[src/rtl/reset_seq.sv]
// Reset sequencer: synchronises button and PLL lock, debounces button release,
// then releases CHANNELS active-high resets one by one, STRETCH cycles apart.
module reset_seq #(
    parameter int CHANNELS = 3,
    parameter int STRETCH  = 8,
    parameter int DEBOUNCE = 16
) (
    input  logic                I_clk,
    input  logic                I_rst_n,
    input  logic                I_rst_btn,
    input  logic                I_pll_lock,
    output logic [CHANNELS-1:0] O_rst,
    output logic                O_ready
);

    localparam int DB_W  = $clog2(DEBOUNCE + 1);
    localparam int CNT_W = $clog2(STRETCH + 1);
    localparam int STG_W = $clog2(CHANNELS + 1);

    localparam logic [DB_W-1:0]  DB_MAX   = DB_W'(DEBOUNCE);
    localparam logic [DB_W-1:0]  DB_LAST  = DB_W'(DEBOUNCE - 1);
    localparam logic [CNT_W-1:0] CNT_LAST = CNT_W'(STRETCH - 1);
    localparam logic [STG_W-1:0] STG_LAST = STG_W'(CHANNELS - 1);

    typedef enum logic [1:0] {
        ST_HOLD    = 2'd0,
        ST_WAIT    = 2'd1,
        ST_RELEASE = 2'd2,
        ST_RUN     = 2'd3
    } state_t;

    logic             r_btn_meta;
    logic             r_btn_s;
    logic             r_lock_meta;
    logic             r_lock_s;
    logic [DB_W-1:0]  r_db_cnt;
    logic             r_btn_ok;
    state_t           r_state;
    logic [CNT_W-1:0] r_cnt;
    logic [STG_W-1:0] r_stage;
    logic             w_abort;

    assign w_abort = !r_btn_s || !r_lock_s;

    // Two-flop synchronisers for the asynchronous button and lock pins
    always_ff @(posedge I_clk or negedge I_rst_n) begin
        if (!I_rst_n) begin
            r_btn_meta  <= 1'b0;
            r_btn_s     <= 1'b0;
            r_lock_meta <= 1'b0;
            r_lock_s    <= 1'b0;
        end else begin
            r_btn_meta  <= I_rst_btn;
            r_btn_s     <= r_btn_meta;
            r_lock_meta <= I_pll_lock;
            r_lock_s    <= r_lock_meta;
        end
    end

    // Release debounce: saturating run-length of high samples, press clears at once
    always_ff @(posedge I_clk or negedge I_rst_n) begin
        if (!I_rst_n) begin
            r_db_cnt <= '0;
            r_btn_ok <= 1'b0;
        end else if (!r_btn_s) begin
            r_db_cnt <= '0;
            r_btn_ok <= 1'b0;
        end else begin
            if (r_db_cnt != DB_MAX) begin
                r_db_cnt <= r_db_cnt + DB_W'(1);
            end else begin
                r_db_cnt <= r_db_cnt;
            end
            r_btn_ok <= (r_db_cnt == DB_LAST) || (r_db_cnt == DB_MAX);
        end
    end

    // Sequencer FSM; outputs are registered here, abort wins over any release
    always_ff @(posedge I_clk or negedge I_rst_n) begin
        if (!I_rst_n) begin
            r_state <= ST_HOLD;
            r_cnt   <= '0;
            r_stage <= '0;
            O_rst   <= '1;
            O_ready <= 1'b0;
        end else if ((r_state != ST_HOLD) && w_abort) begin
            r_state <= ST_HOLD;
            r_cnt   <= '0;
            r_stage <= '0;
            O_rst   <= '1;
            O_ready <= 1'b0;
        end else begin
            case (r_state)
                ST_HOLD: begin
                    r_cnt   <= '0;
                    r_stage <= '0;
                    O_rst   <= '1;
                    O_ready <= 1'b0;
                    if (r_btn_ok) begin
                        r_state <= ST_WAIT;
                    end else begin
                        r_state <= ST_HOLD;
                    end
                end
                ST_WAIT: begin
                    O_rst   <= '1;
                    O_ready <= 1'b0;
                    r_stage <= '0;
                    if (r_cnt == CNT_LAST) begin
                        r_state <= ST_RELEASE;
                        r_cnt   <= '0;
                    end else begin
                        r_cnt   <= r_cnt + CNT_W'(1);
                    end
                end
                ST_RELEASE: begin
                    if (r_cnt == CNT_LAST) begin
                        // Channels release low-index first, so a left shift keeps them monotonic
                        O_rst   <= O_rst << 1;
                        r_cnt   <= '0;
                        r_stage <= r_stage + STG_W'(1);
                        if (r_stage == STG_LAST) begin
                            r_state <= ST_RUN;
                            O_ready <= 1'b1;
                        end else begin
                            O_ready <= 1'b0;
                        end
                    end else begin
                        r_cnt   <= r_cnt + CNT_W'(1);
                    end
                end
                ST_RUN: begin
                    O_rst   <= '0;
                    O_ready <= 1'b1;
                end
                default: begin
                    r_state <= ST_HOLD;
                    r_cnt   <= '0;
                    r_stage <= '0;
                    O_rst   <= '1;
                    O_ready <= 1'b0;
                end
            endcase
        end
    end

endmodule

[config.mk]
export PLATFORM = sky130hd
export DESIGN_NAME = reset_seq
export DESIGN_NICKNAME = d
export VERILOG_FILES = /design/src/rtl/reset_seq.sv
export SDC_FILE = /design/constraint.sdc
export NUM_CORES = 1
export LEC_CHECK = 0
export BUFFER_PORTS_ARGS = -buffer_cell sky130_fd_sc_hd__buf_2
export CAP_MARGIN = 25
export CORE_MARGIN = 2
export CORE_UTILIZATION = 42
export DETAILED_ROUTE_END_ITERATION = 10
export GPL_TIMING_DRIVEN = 1
export HOLD_SLACK_MARGIN = 0.1
export PLACE_DENSITY_LB_ADDON = 0.08
export SYNTH_ARGS = -nofsm -noshare
export SYNTH_HDL_FRONTEND = slang
export SYNTH_SLANG_ARGS = --single-unit
[constraint.sdc]
create_clock -name I_clk -period 1.3 [get_ports I_clk]
set_input_delay 0.065 -clock I_clk [delete_from_list [all_inputs] [get_ports I_clk]]
set_output_delay 0.065 -clock I_clk [all_outputs]
set_load 0.02 [all_outputs]
## Word-level counts from Yosys, hierarchy flattened

Index checks and enable logic that the tools add are counted.

| word-level totals | value |
|---|---|
| output and inout bits | 4 |
| bits in registers | 22 |
| logic and storage cells | 62 |

| operators by class | value |
|---|---|
| add/sub/neg operators | 3 |
| equality and inequality tests | 12 |
| mux-type cells | 22 |
| reductions and logical operators | 14 |

Operator list:

| cell | number |
|---|---|
| 2-bit 2-to-1 mux | 6 |
| 5-bit 2-to-1 mux | 2 |
| 3-bit inequality test, second input constant | 3 |
| 3-bit case mux with 3 select lines | 1 |
| 4-bit 2-to-1 mux | 2 |
| 4-bit case mux with 2 select lines | 1 |
| 2-bit == test, second input constant | 3 |
| 3-bit 2-to-1 mux | 2 |
| 2-bit case mux with 3 select lines | 1 |
| 3-bit nonzero test | 2 |
| 5-bit by 1-bit adder with 5-bit output, second input constant | 1 |
| 5-bit by 4-bit == test with 1-bit output, second input constant | 1 |
| 5-bit == test, second input constant | 1 |
| 1-bit 2-to-1 mux | 5 |
| 5-bit inequality test, second input constant | 1 |
| 4-bit by 1-bit adder with 4-bit output, second input constant | 1 |
| 4-bit by 3-bit == test with 1-bit output, second input constant | 1 |
| 2-bit case mux with 2 select lines | 1 |
| 4-bit AND reduction | 1 |
| 4-bit nonzero test | 1 |
| 2-bit OR reduction | 2 |
| 1-bit case mux with 3 select lines | 1 |
| 2-bit by 1-bit adder with 2-bit output, second input constant | 1 |
| 2-bit by 1-bit == test with 1-bit output, second input constant | 1 |
| other kinds (7) | 9 |

## Depth between registers and ports, before layout

Gate-level depths: netlist (run 1).

| logic depth | value |
|---|---|
| word-level depth | 5 |
| depth in mapped cells | 6 |
| gate-level depth less buffers | 6 |

## Worst setup path after synthesis (run 1)

OpenSTA, ideal clock, no wires.

| timing | value |
|---|---|
| path kind | register to register |
| start point | register r_state[0] |
| end point | register r_state[0] |
| data required time | 1178 ps |
| cell stages (with the launch flop) | 7 |
| path buffers | 1 |
| arrival time | 1284 ps |
| slack | -105 ps |
| path through | dfrtp_1 -> inv_1 -> ha_1 -> buf_2 -> a22oi_4 -> o21ai_1 -> a32o_1 |

| between the ends | value |
|---|---|
| longest elaborated chain between the ends | 4 |

Ends and longest elaborated chain:

| item | RTL line | RTL |
|---|---|---|
| start: declaration | 38 | `state_t r_state;` |
| start signal: assignment | 81 | `r_state <= ST_HOLD;` |
| start signal: assignment | 87 | `r_state <= ST_HOLD;` |
| start signal: assignment | 100 | `r_state <= ST_WAIT;` |
| 2-bit nonzero test | 86 | `end else if ((r_state != ST_HOLD) && w_abort) begin` |
| 1-bit logical AND | 86 |  |
| 3-bit inequality test (no source line) or 4-bit nonzero test (tied branches) | - |  |
| 4-bit AND reduction (no source line) | - |  |

Parallel ways exist; a longest one is shown, timed or not.
A chain may end at the register's enable or synchronous reset.

## Final worst setup path (run 1)

| timing | value |
|---|---|
| start point | register r_state[0] |
| end point | register r_cnt[3] |

| between the ends | value |
|---|---|
| longest elaborated chain between the ends | 4 |

Ends and longest elaborated chain:

| item | RTL line | RTL |
|---|---|---|
| 2-bit == test or 2-bit by 1-bit == test with 1-bit output (tied branches) | 93 | `case (r_state)` |
| 2-bit OR reduction (no source line) | - |  |
| 4-bit case mux with 2 select lines | 93 |  |
| 4-bit 2-to-1 mux | 86 |  |
| end signal: assignment | 113 | `r_cnt <= r_cnt + CNT_W'(1);` |
| end signal: assignment | 129 | `r_cnt <= r_cnt + CNT_W'(1);` |
| end: declaration | 39 | `logic [CNT_W-1:0] r_cnt;` |

Parallel ways exist; a longest one is shown, timed or not.

==> metrics.cfg, run 1 <==
[critical_path]
worst_ep_required_time_ps=1510
critical_path_class=reg -> reg
r2r_start=r_state[0]$_DFFE_PN0P_
crit_path_max_fanout=4
start_kind=register
critPathCaptureType=register
worstPathArrival_ps=1600
regToRegSetupSlack_ps=-90
worstReg2RegEnd=r_cnt[3]$_DFFE_PN0P_
worstRegToRegCells=5

[power]
swShare_pct=21.66
share_seq_of_total_power_pct=61.8
p_comb_share_pct=5.5
switchingPower_w=0.0002490
cellLeakagePower_nw=0.6893
p_int_w=0.0009006
fin_total_pwr_w=0.001150
power_density_mw_per_mm2=765.0
pwr-share-clk_pct=32.8
peakVddDrop_uv=533.2

[synth]
synthTopCellsByCount=dfrtp_1 (19), ha_1 (9), nand2_1 (9)
synth_area_leader_cell=dfrtp_1
yosysWarnings=0
async_flop_share_pct=100.0
synth.distinct_cells=32
synthTopCellsByArea=dfrtp_1 (41%), ha_1 (9.8%), dfstp_2 (6.9%), nand2_1 (2.9%), a21oi_1 (2.6%)
yosysSeqAreaShare_pct=48.36
synth_area_sq_mm=0.001146
yosysMostFrequentCell=dfrtp_1
ys.flop_type=dfrtp_1
syn_nets=119
syn_avg_cell_area_sq_um=10.81
synth-edff-count=0
ys_seq_elements=22
syn_inst=106
netlist.area_leader.share_pct=41.48

[min_path]
hold_class=in -> async

[grt]
antenna_found_initial=0
gr-total-overflow=0
gr-usage-all-layers_pct=16.05
grt_max_degree=23
first_global_vias=939
grt_first_pass_wirelength_microns=4029

[sta]
relSlewSlack_pct=67.88
hold_viol_final=0
skew_ps=7.669
setup_viol=10
timing.final.crit_share_pct=107.1
rsz0062_at_grt=yes
finalSetupTns_ps=-441.4
tightestPinTransition_ps=481.8
layout_setup_ws_ps=-92.43
maxSlewViolCount=0
max_freq_mhz=718.2
final.min_clock_period_ps=1392

[cells_and_area]
seq_area_sq_um=554.3
finalInstanceArea_sq_mm=0.001503
diodes=0
multi_input_area_sq_um=610.6
fillerInstances=214
drive_gt1_share_pct=39.29
nNetsFinal=154
syn_to_final_growth_pct=31.11

[floorplan]
core.rowCount=18
fp.coreArea_sq_mm=0.002522
die_area_sq_mm=0.003162
die_y_microns=56.24
die_w_microns=56.24
ios=8
start_util_pct=45.44

[detailed_routing]
drc=0
wl_per_cell_microns=12.72
drt-total-wl_microns=2162
drt_pre_antenna_iters=4
vias_per_cell=5.271
vias=896
postRouteAntennaNets=0
dr.first_iter.drc_count=28

[clock_tree]
clock_sinks=22
clk_pin_slew_ps=120
cts_buffers=3
cts_root_buf=clkbuf_4
insertion_delay_ps=310
cts_tree=yes
cts-htree-levels=1
clock_path_buffers=2

[run]
cap_violations=0

[outcome]
violations=setup timing
outcome=complete, but fails checks

[placement]
placed_area_sq_mm=0.001360
dp_hpwl_microns=1624
place_congestion=0.8075
port_buffers=7

-- sequential cells by signal, summed over array words and instances, names as in the netlist --
name	flops
r_lock_meta	1
r_stage	2
O_ready	1
r_btn_ok	1
r_lock_s	1
r_btn_meta	1
r_state	2
r_btn_s	1
O_rst	3
r_cnt	4
r_db_cnt	5
-- power by group through the flow --
stage                     Sequential (W)  Clock, W  Combinational [W]
final                           0.000710  0.000377          0.0000628
after global routing            0.000713  0.000422          0.0000748
after CTS                       0.000710  0.000396          0.0000633
after detailed placement        0.000722         0          0.0000557
after global placement          0.000722         0          0.0000542
after floorplan                 0.000722         0          0.0000210
-- cell usage in the layout (no fill, tap or decap), types with 3 or more instances in the layout --
master	instances
buf_4	22
dfrtp_1	19
nor2_1	8
nand2_1	7
buf_2	7
a21oi_1	5
inv_1	4
nand3_1	4
a21o_1	4
ha_2	4
dfstp_2	3
o21a_1	3
a32o_1	3
xnor2_1	3
mux2i_1	3
and2_1	3
ha_1	3
clkbuf_4	3
dlygate4sd3_1	3
-- critical path, cell delays in order, from the launching register on --
cell and delay, ps:
dfrtp_1 440, ha_1 270, nor2_1 70, mux2_2 260, a32oi_1 200, nor2_1 60
-- metal layers --
metal | vias up | share of wire [%] | GRT usage, %
li1 | 439 | - | -
met1 | 437 | 45 | 18.80
met2 | 16 | 51 | 29.92
met3 | 4 | 3.0 | 2.093
met4 | 0 | 1.4 | 5.102
met5 | - | 0 | 0
-- repair_timing --
item,in CTS,in global routing
endpoints found under the hold margin,24,0
setup endpoints to repair,15,16
resized for setup,8,5
pin swaps,1,3
buffers inserted,3,0
hold buffers,3,0
-- per-stage QoR --
stage / cells / hold slack, ps / worst slack, ps / utilization (%)
after floorplan: 106 / -230.6 / -34.76 / -
after global placement: 160 / 55.31 / -108.3 / 53.92
after detailed placement: 160 / 54.60 / -152.1 / 53.92
after CTS: 170 / 241.7 / -114.5 / 59.03
after global routing: 170 / 265.7 / -182.9 / 59.57
final: 170 / 231.9 / -92.43 / 59.57
-- how the worst max path moves through the flow --
stage / from / to
3_3_place_gp: r_stage[0]$_DFFE_PN0P_ / r_state[0]$_DFFE_PN0P_
3_5_place_dp: r_stage[0]$_DFFE_PN0P_ / r_state[0]$_DFFE_PN0P_
2_1_floorplan: r_stage[0]$_DFFE_PN0P_ / r_state[0]$_DFFE_PN0P_
6_report: r_state[0]$_DFFE_PN0P_ / r_cnt[3]$_DFFE_PN0P_
5_1_grt: r_stage[0]$_DFFE_PN0P_ / r_state[0]$_DFFE_PN0P_
4_1_cts: r_stage[0]$_DFFE_PN0P_ / r_state[0]$_DFFE_PN0P_
-- cell families after synthesis --
family / after synthesis / synth area share (%)
compound gates: 24 / 15.83
simple gates: 34 / 15.61
xor+xnor: 3 / 2.293
fa+ha+maj: 9 / 9.826
buf+inv: 9 / 3.494
flops: 22 / 48.36
mux: 5 / 4.585
-- cell type report --
cell class,count,area share (%)
Timing Repair Buffer,33,16.07
Multi-Input combinational cell,75,40.63
Sequential cell,22,36.89
Tap cell,30,2.498
Clock buffer,4,2.415
Inverter,6,1.499
Power figures use the tool's default switching activity.
==> inputs of run 2 (changes only) <==
==> constraint.sdc (replaced) <==
create_clock -name I_clk -period 1.3 [get_ports I_clk]
set_input_delay 0.065 -clock I_clk [delete_from_list [all_inputs] [get_ports I_clk]]
set_output_delay 0.065 -clock I_clk [all_outputs]
set_load 0.1 [all_outputs]
==> metrics.cfg, run 2 (synthesis gave the netlist of run 1 again) <==
[outcome]
outcome=complete, but fails checks
violations=setup timing

[cells_and_area]
nNetsFinal=159
finalInstanceArea_sq_mm=0.001635
diodes=0
drive_gt1_share_pct=44.14
utilization_pct=64.83
seq_area_sq_um=555.5
largest_register=r_db_cnt
multi_input_area_sq_um=648.1
biggestRegsByFlops=r_db_cnt: 5 flops, r_cnt: 4 flops, O_rst: 3 flops
largest_register_ffs=5
fillerInstances=207
mostFrequentLayoutCells=buf_4 (24), dfrtp_1 (18), nor2_1 (8)
mostFrequentLayoutCell=buf_4
syn_to_final_growth_pct=42.69

[floorplan]
core.rowCount=18
die_area_sq_mm=0.003162
die_w_microns=56.24
die_y_microns=56.24
fp.coreArea_sq_mm=0.002522
ios=8
start_util_pct=45.44

[detailed_routing]
wl_per_cell_microns=13.83
dr.first_iter.drc_count=15
postRouteAntennaNets=0
drt-total-wl_microns=2421
drt_pre_antenna_iters=4
vias=894
vias_per_cell=5.109
drc=0

[sta]
timing.final.crit_share_pct=108.4
skew_ps=3.936
tightestPinTransition_ps=504.7
layout_setup_ws_ps=-108.7
final.min_clock_period_ps=1409
max_freq_mhz=709.9
hold_viol_final=0
maxSlewViolCount=0
setup_viol=11
relSlewSlack_pct=66.36
rsz0062_at_grt=yes

[critical_path]
worst_ep_required_time_ps=1540
max_stage_delay_ps=460
crit_path_max_fanout=4
crit_cells=6
worstRegToRegCells=6
worstPathArrival_ps=1650
worstReg2RegEnd=r_state[1]$_DFFE_PN0P_
regToRegSetupSlack_ps=-110
crit_buf_inv=2
cpLargestDelayFamily=flip-flops
critical_path_class=reg -> reg
start_kind=register
slowest_stage=dfrtp_1
r2r_start=r_state[1]$_DFFE_PN0P_
crit_chain=inv_2, ha_2, a22oi_4, buf_4, a21o_1, a21oi_1
critPathCaptureType=register

[grt]
grt_max_degree=23
grt_first_pass_wirelength_microns=4029
first_global_vias=906
gr-usage-all-layers_pct=16.41
antenna_found_initial=0
gr-total-overflow=0

[power]
peakVddDrop_uv=703.4
cellLeakagePower_nw=0.7878
power_density_mw_per_mm2=709.2

[placement]
dp_hpwl_microns=1689
port_buffers=7
dp_slack_ps=-129.7
place_congestion=0.8523
placed_area_sq_mm=0.001414

[run]
cap_violations=0

[clock_tree]
clock_sinks=22
cts_root_buf=clkbuf_4
cts-htree-levels=1
insertion_delay_ps=310
cts_tree=yes
clk_pin_slew_ps=130
cts_buffers=3
clock_path_buffers=2

[min_path]
hold_class=in -> async

==> run 2: per-stage QoR <==
step | setup TNS [ps] | power [W] | instances | hold WS (ps)
after floorplan | -60.87 | 0.0007434 | 106 | -230.6
after CTS | -358.7 | 0.001171 | 171 | 247.1
after detailed placement | -741.6 | 0.0007790 | 161 | 66.68
final | -462.4 | 0.001160 | 175 | 240.4
after global placement | -601.5 | 0.0007754 | 161 | 61.07
after global routing | -1454 | 0.001224 | 175 | 262.8
==> run 2: timing repair <==
action                                 in CTS  in global routing
hold buffers                                3                  0
pin swaps                                   8                  5
endpoints found under the hold margin      24                  0
gates resized for setup                    12                 11
buffers inserted                            3                  4
setup endpoints to repair                  13                 15
==> run 2: worst max path at each step <==
stage / startpoint / end / slack [ps]
after detailed placement: r_stage[0]$_DFFE_PN0P_ / r_state[0]$_DFFE_PN0P_ / -130
after global routing: r_state[0]$_DFFE_PN0P_ / O_ready$_DFFE_PN0P_ / -180
after floorplan: r_stage[0]$_DFFE_PN0P_ / r_state[0]$_DFFE_PN0P_ / -30
after CTS: r_stage[0]$_DFFE_PN0P_ / r_state[0]$_DFFE_PN0P_ / -130
final: r_state[1]$_DFFE_PN0P_ / r_state[1]$_DFFE_PN0P_ / -110
after global placement: r_stage[0]$_DFFE_PN0P_ / r_state[0]$_DFFE_PN0P_ / -130
==> run 2: final cells by class <==
| type | instances | share of cell area [%] |
|---|---|---|
| clock buffer | 4 | 2.219 |
| inverter | 6 | 1.377 |
| multi-input combinational | 75 | 39.63 |
| sequential | 22 | 33.97 |
| tap | 30 | 2.295 |
| timing repair buffer | 38 | 20.50 |
==> run 2: power by group <==
part	total (W)	switching (W)	internal (W)
logic	0.0000649	0.0000343	0.0000306
registers	0.000710	0.0000115	0.000698
clock network	0.000385	0.000214	0.000171
==> run 2: worst register-to-register path: cells and delay by family, from the launching register on <==
family	cells	cell delay, ps
adder cells (fa/ha/maj)	1	240
flip-flops	1	460
buffers and inverters	2	270
AO/OA/AOI/OAI	3	370
==> run 2: routing by layer <==
| layer | wire [microns] | GRT usage [%] |
|---|---|---|
| met1 | 1077 | 20.62 |
| met2 | 1265 | 29.08 |
| met3 | 58 | 2.093 |
| met4 | 20 | 5.102 |
| met5 | 0 | 0 |
==> inputs of run 3 (changes only) <==
CELL_PAD_IN_SITES_DETAIL_PLACEMENT = 0   (was default)
CELL_PAD_IN_SITES_GLOBAL_PLACEMENT = 1   (was default)
==> metrics.cfg, run 3 (synthesis gave the netlist of run 1 again) <==
[sta]
max_freq_mhz=700.4
relSlewSlack_pct=66.64
rsz0062_at_grt=yes
maxSlewViolCount=0
timing.final.crit_share_pct=109.8
setup_viol=10
hold_viol_final=0
final.min_clock_period_ps=1428
tightestPinTransition_ps=500.4
skew_ps=8.925
layout_setup_ws_ps=-127.7

[power]
fin_total_pwr_w=0.001305
pwr-share-clk_pct=40.6
power_density_mw_per_mm2=826.8
cellLeakagePower_nw=0.7266
p_int_w=0.001042
swShare_pct=20.12
switchingPower_w=0.0002625
p_comb_share_pct=5.1
share_seq_of_total_power_pct=54.2
peakVddDrop_uv=715.6

[critical_path]
critPathCaptureType=register
worstSetupStartpoint=r_stage[0]$_DFFE_PN0P_
max_stage_delay_ps=400
crit_buf_inv=1
cpLargestDelayFamily=compound AO/OA/AOI/OAI gates
slowest_stage=dfrtp_1
crit_chain=inv_1, ha_2, nand4b_1, a22oi_4, o21ai_1, a32o_1
critical_path_class=reg -> reg
start_kind=register
worstRegToRegCells=6
crit_path_max_fanout=4
worstPathArrival_ps=1630
worst_ep_required_time_ps=1500
crit_cells=6
r2r_start=r_stage[0]$_DFFE_PN0P_

[placement]
place_congestion=0.7208
dp_hpwl_microns=1630
dp_slack_ps=-113.1
port_buffers=7
placed_area_sq_mm=0.001421

[clock_tree]
cts_buffers=3
clock_path_buffers=2
cts_tree=yes
clk_pin_slew_ps=130
cts-htree-levels=1
clock_sinks=22
cts_root_buf=clkbuf_4
insertion_delay_ps=310

[detailed_routing]
dr.first_iter.drc_count=11
drt-total-wl_microns=2203
drc=0
vias_per_cell=5.116
vias=885
wl_per_cell_microns=12.73
postRouteAntennaNets=0
drt_pre_antenna_iters=3

[floorplan]
ios=8
start_util_pct=45.44
die_area_sq_mm=0.003162
core.rowCount=18
fp.coreArea_sq_mm=0.002522
die_y_microns=56.24
die_w_microns=56.24

[grt]
grt_first_pass_wirelength_microns=3974
gr-total-overflow=0
gr-usage-all-layers_pct=16.07
first_global_vias=915
antenna_found_initial=0
grt_max_degree=23

[cells_and_area]
syn_to_final_growth_pct=37.66
finalInstanceArea_sq_mm=0.001578
drive_gt1_share_pct=41.26
nNetsFinal=157
largest_register=r_db_cnt
mostFrequentLayoutCell=buf_4
largest_register_ffs=5
mostFrequentLayoutCells=buf_4 (25), dfrtp_1 (18), nor2_1 (8)
biggestRegsByFlops=r_db_cnt: 5 flops, r_cnt: 4 flops, O_rst: 3 flops
diodes=0

[run]
cap_violations=0

[outcome]
violations=setup timing
outcome=complete, but fails checks

[min_path]
hold_class=in -> async

==> run 3: metal layers <==
layer / track usage, % / part of all wire [%] / vias to the layer above
met3: 2.791 / 2.0 / 2
met1: 20.62 / 48 / 431
met4: 5.782 / 0.45 / 0
met5: 0 / 0 / -
li1: - / - / 444
met2: 27.06 / 49 / 8
==> run 3: path summary, 6_finish.rpt <==
| check | slack [ps] | endpoint |
|---|---|---|
| max | -130 | r_state[0]$_DFFE_PN0P_ |
| min | 240 | r_db_cnt[1]$_DFFE_PN0P_ |
| max reg2reg | -130 | r_state[0]$_DFFE_PN0P_ |
| min reg2reg | 360 | r_lock_s$_DFF_PN0_ |
| max in group asynchronous | 710 | O_ready$_DFFE_PN0P_ |
| min in group I_clk | 360 | r_lock_s$_DFF_PN0_ |
==> run 3: power groups by stage <==
stage	combinational (W)	sequential [W]	clock (W)
after global routing	0.0000769	0.000710	0.000585
after global placement	0.0000588	0.000719	0
after floorplan	0.0000210	0.000722	0
final	0.0000666	0.000708	0.000530
after CTS	0.0000673	0.000708	0.000539
after detailed placement	0.0000598	0.000720	0
==> run 3: area by class of cell <==
cell class | instances | area (sq um)
Clock inverter | 1 | 30.03
Tap cell | 30 | 37.54
Inverter | 6 | 22.52
Sequential cell | 22 | 555.5
Fill cell | 239 | 944.7
Multi-Input combinational cell | 75 | 600.6
Timing Repair Buffer | 36 | 309.0
Clock buffer | 3 | 22.52
==> run 3: metrics by stage <==
stage / std cells / setup TNS, ps / hold slack [ps] / util [%]
after floorplan: 106 / -60.87 / -230.6 / -
after global placement: 162 / -600.1 / 60.27 / 56.35
after detailed placement: 162 / -781.5 / 64.77 / 56.35
after CTS: 171 / -539.4 / 253.4 / 61.36
after global routing: 173 / -1580 / 254.6 / 62.55
final: 173 / -555.2 / 236.7 / 62.55
==> run 3: repair_timing <==
item                                    CTS  global route
hold endpoints to repair                 24             0
setup buffers                             2             2
endpoints found under the setup margin   14            14
pin swaps                                 1             3
hold buffers                              3             0
gates resized for setup                   8             4
cloned                                    0             0
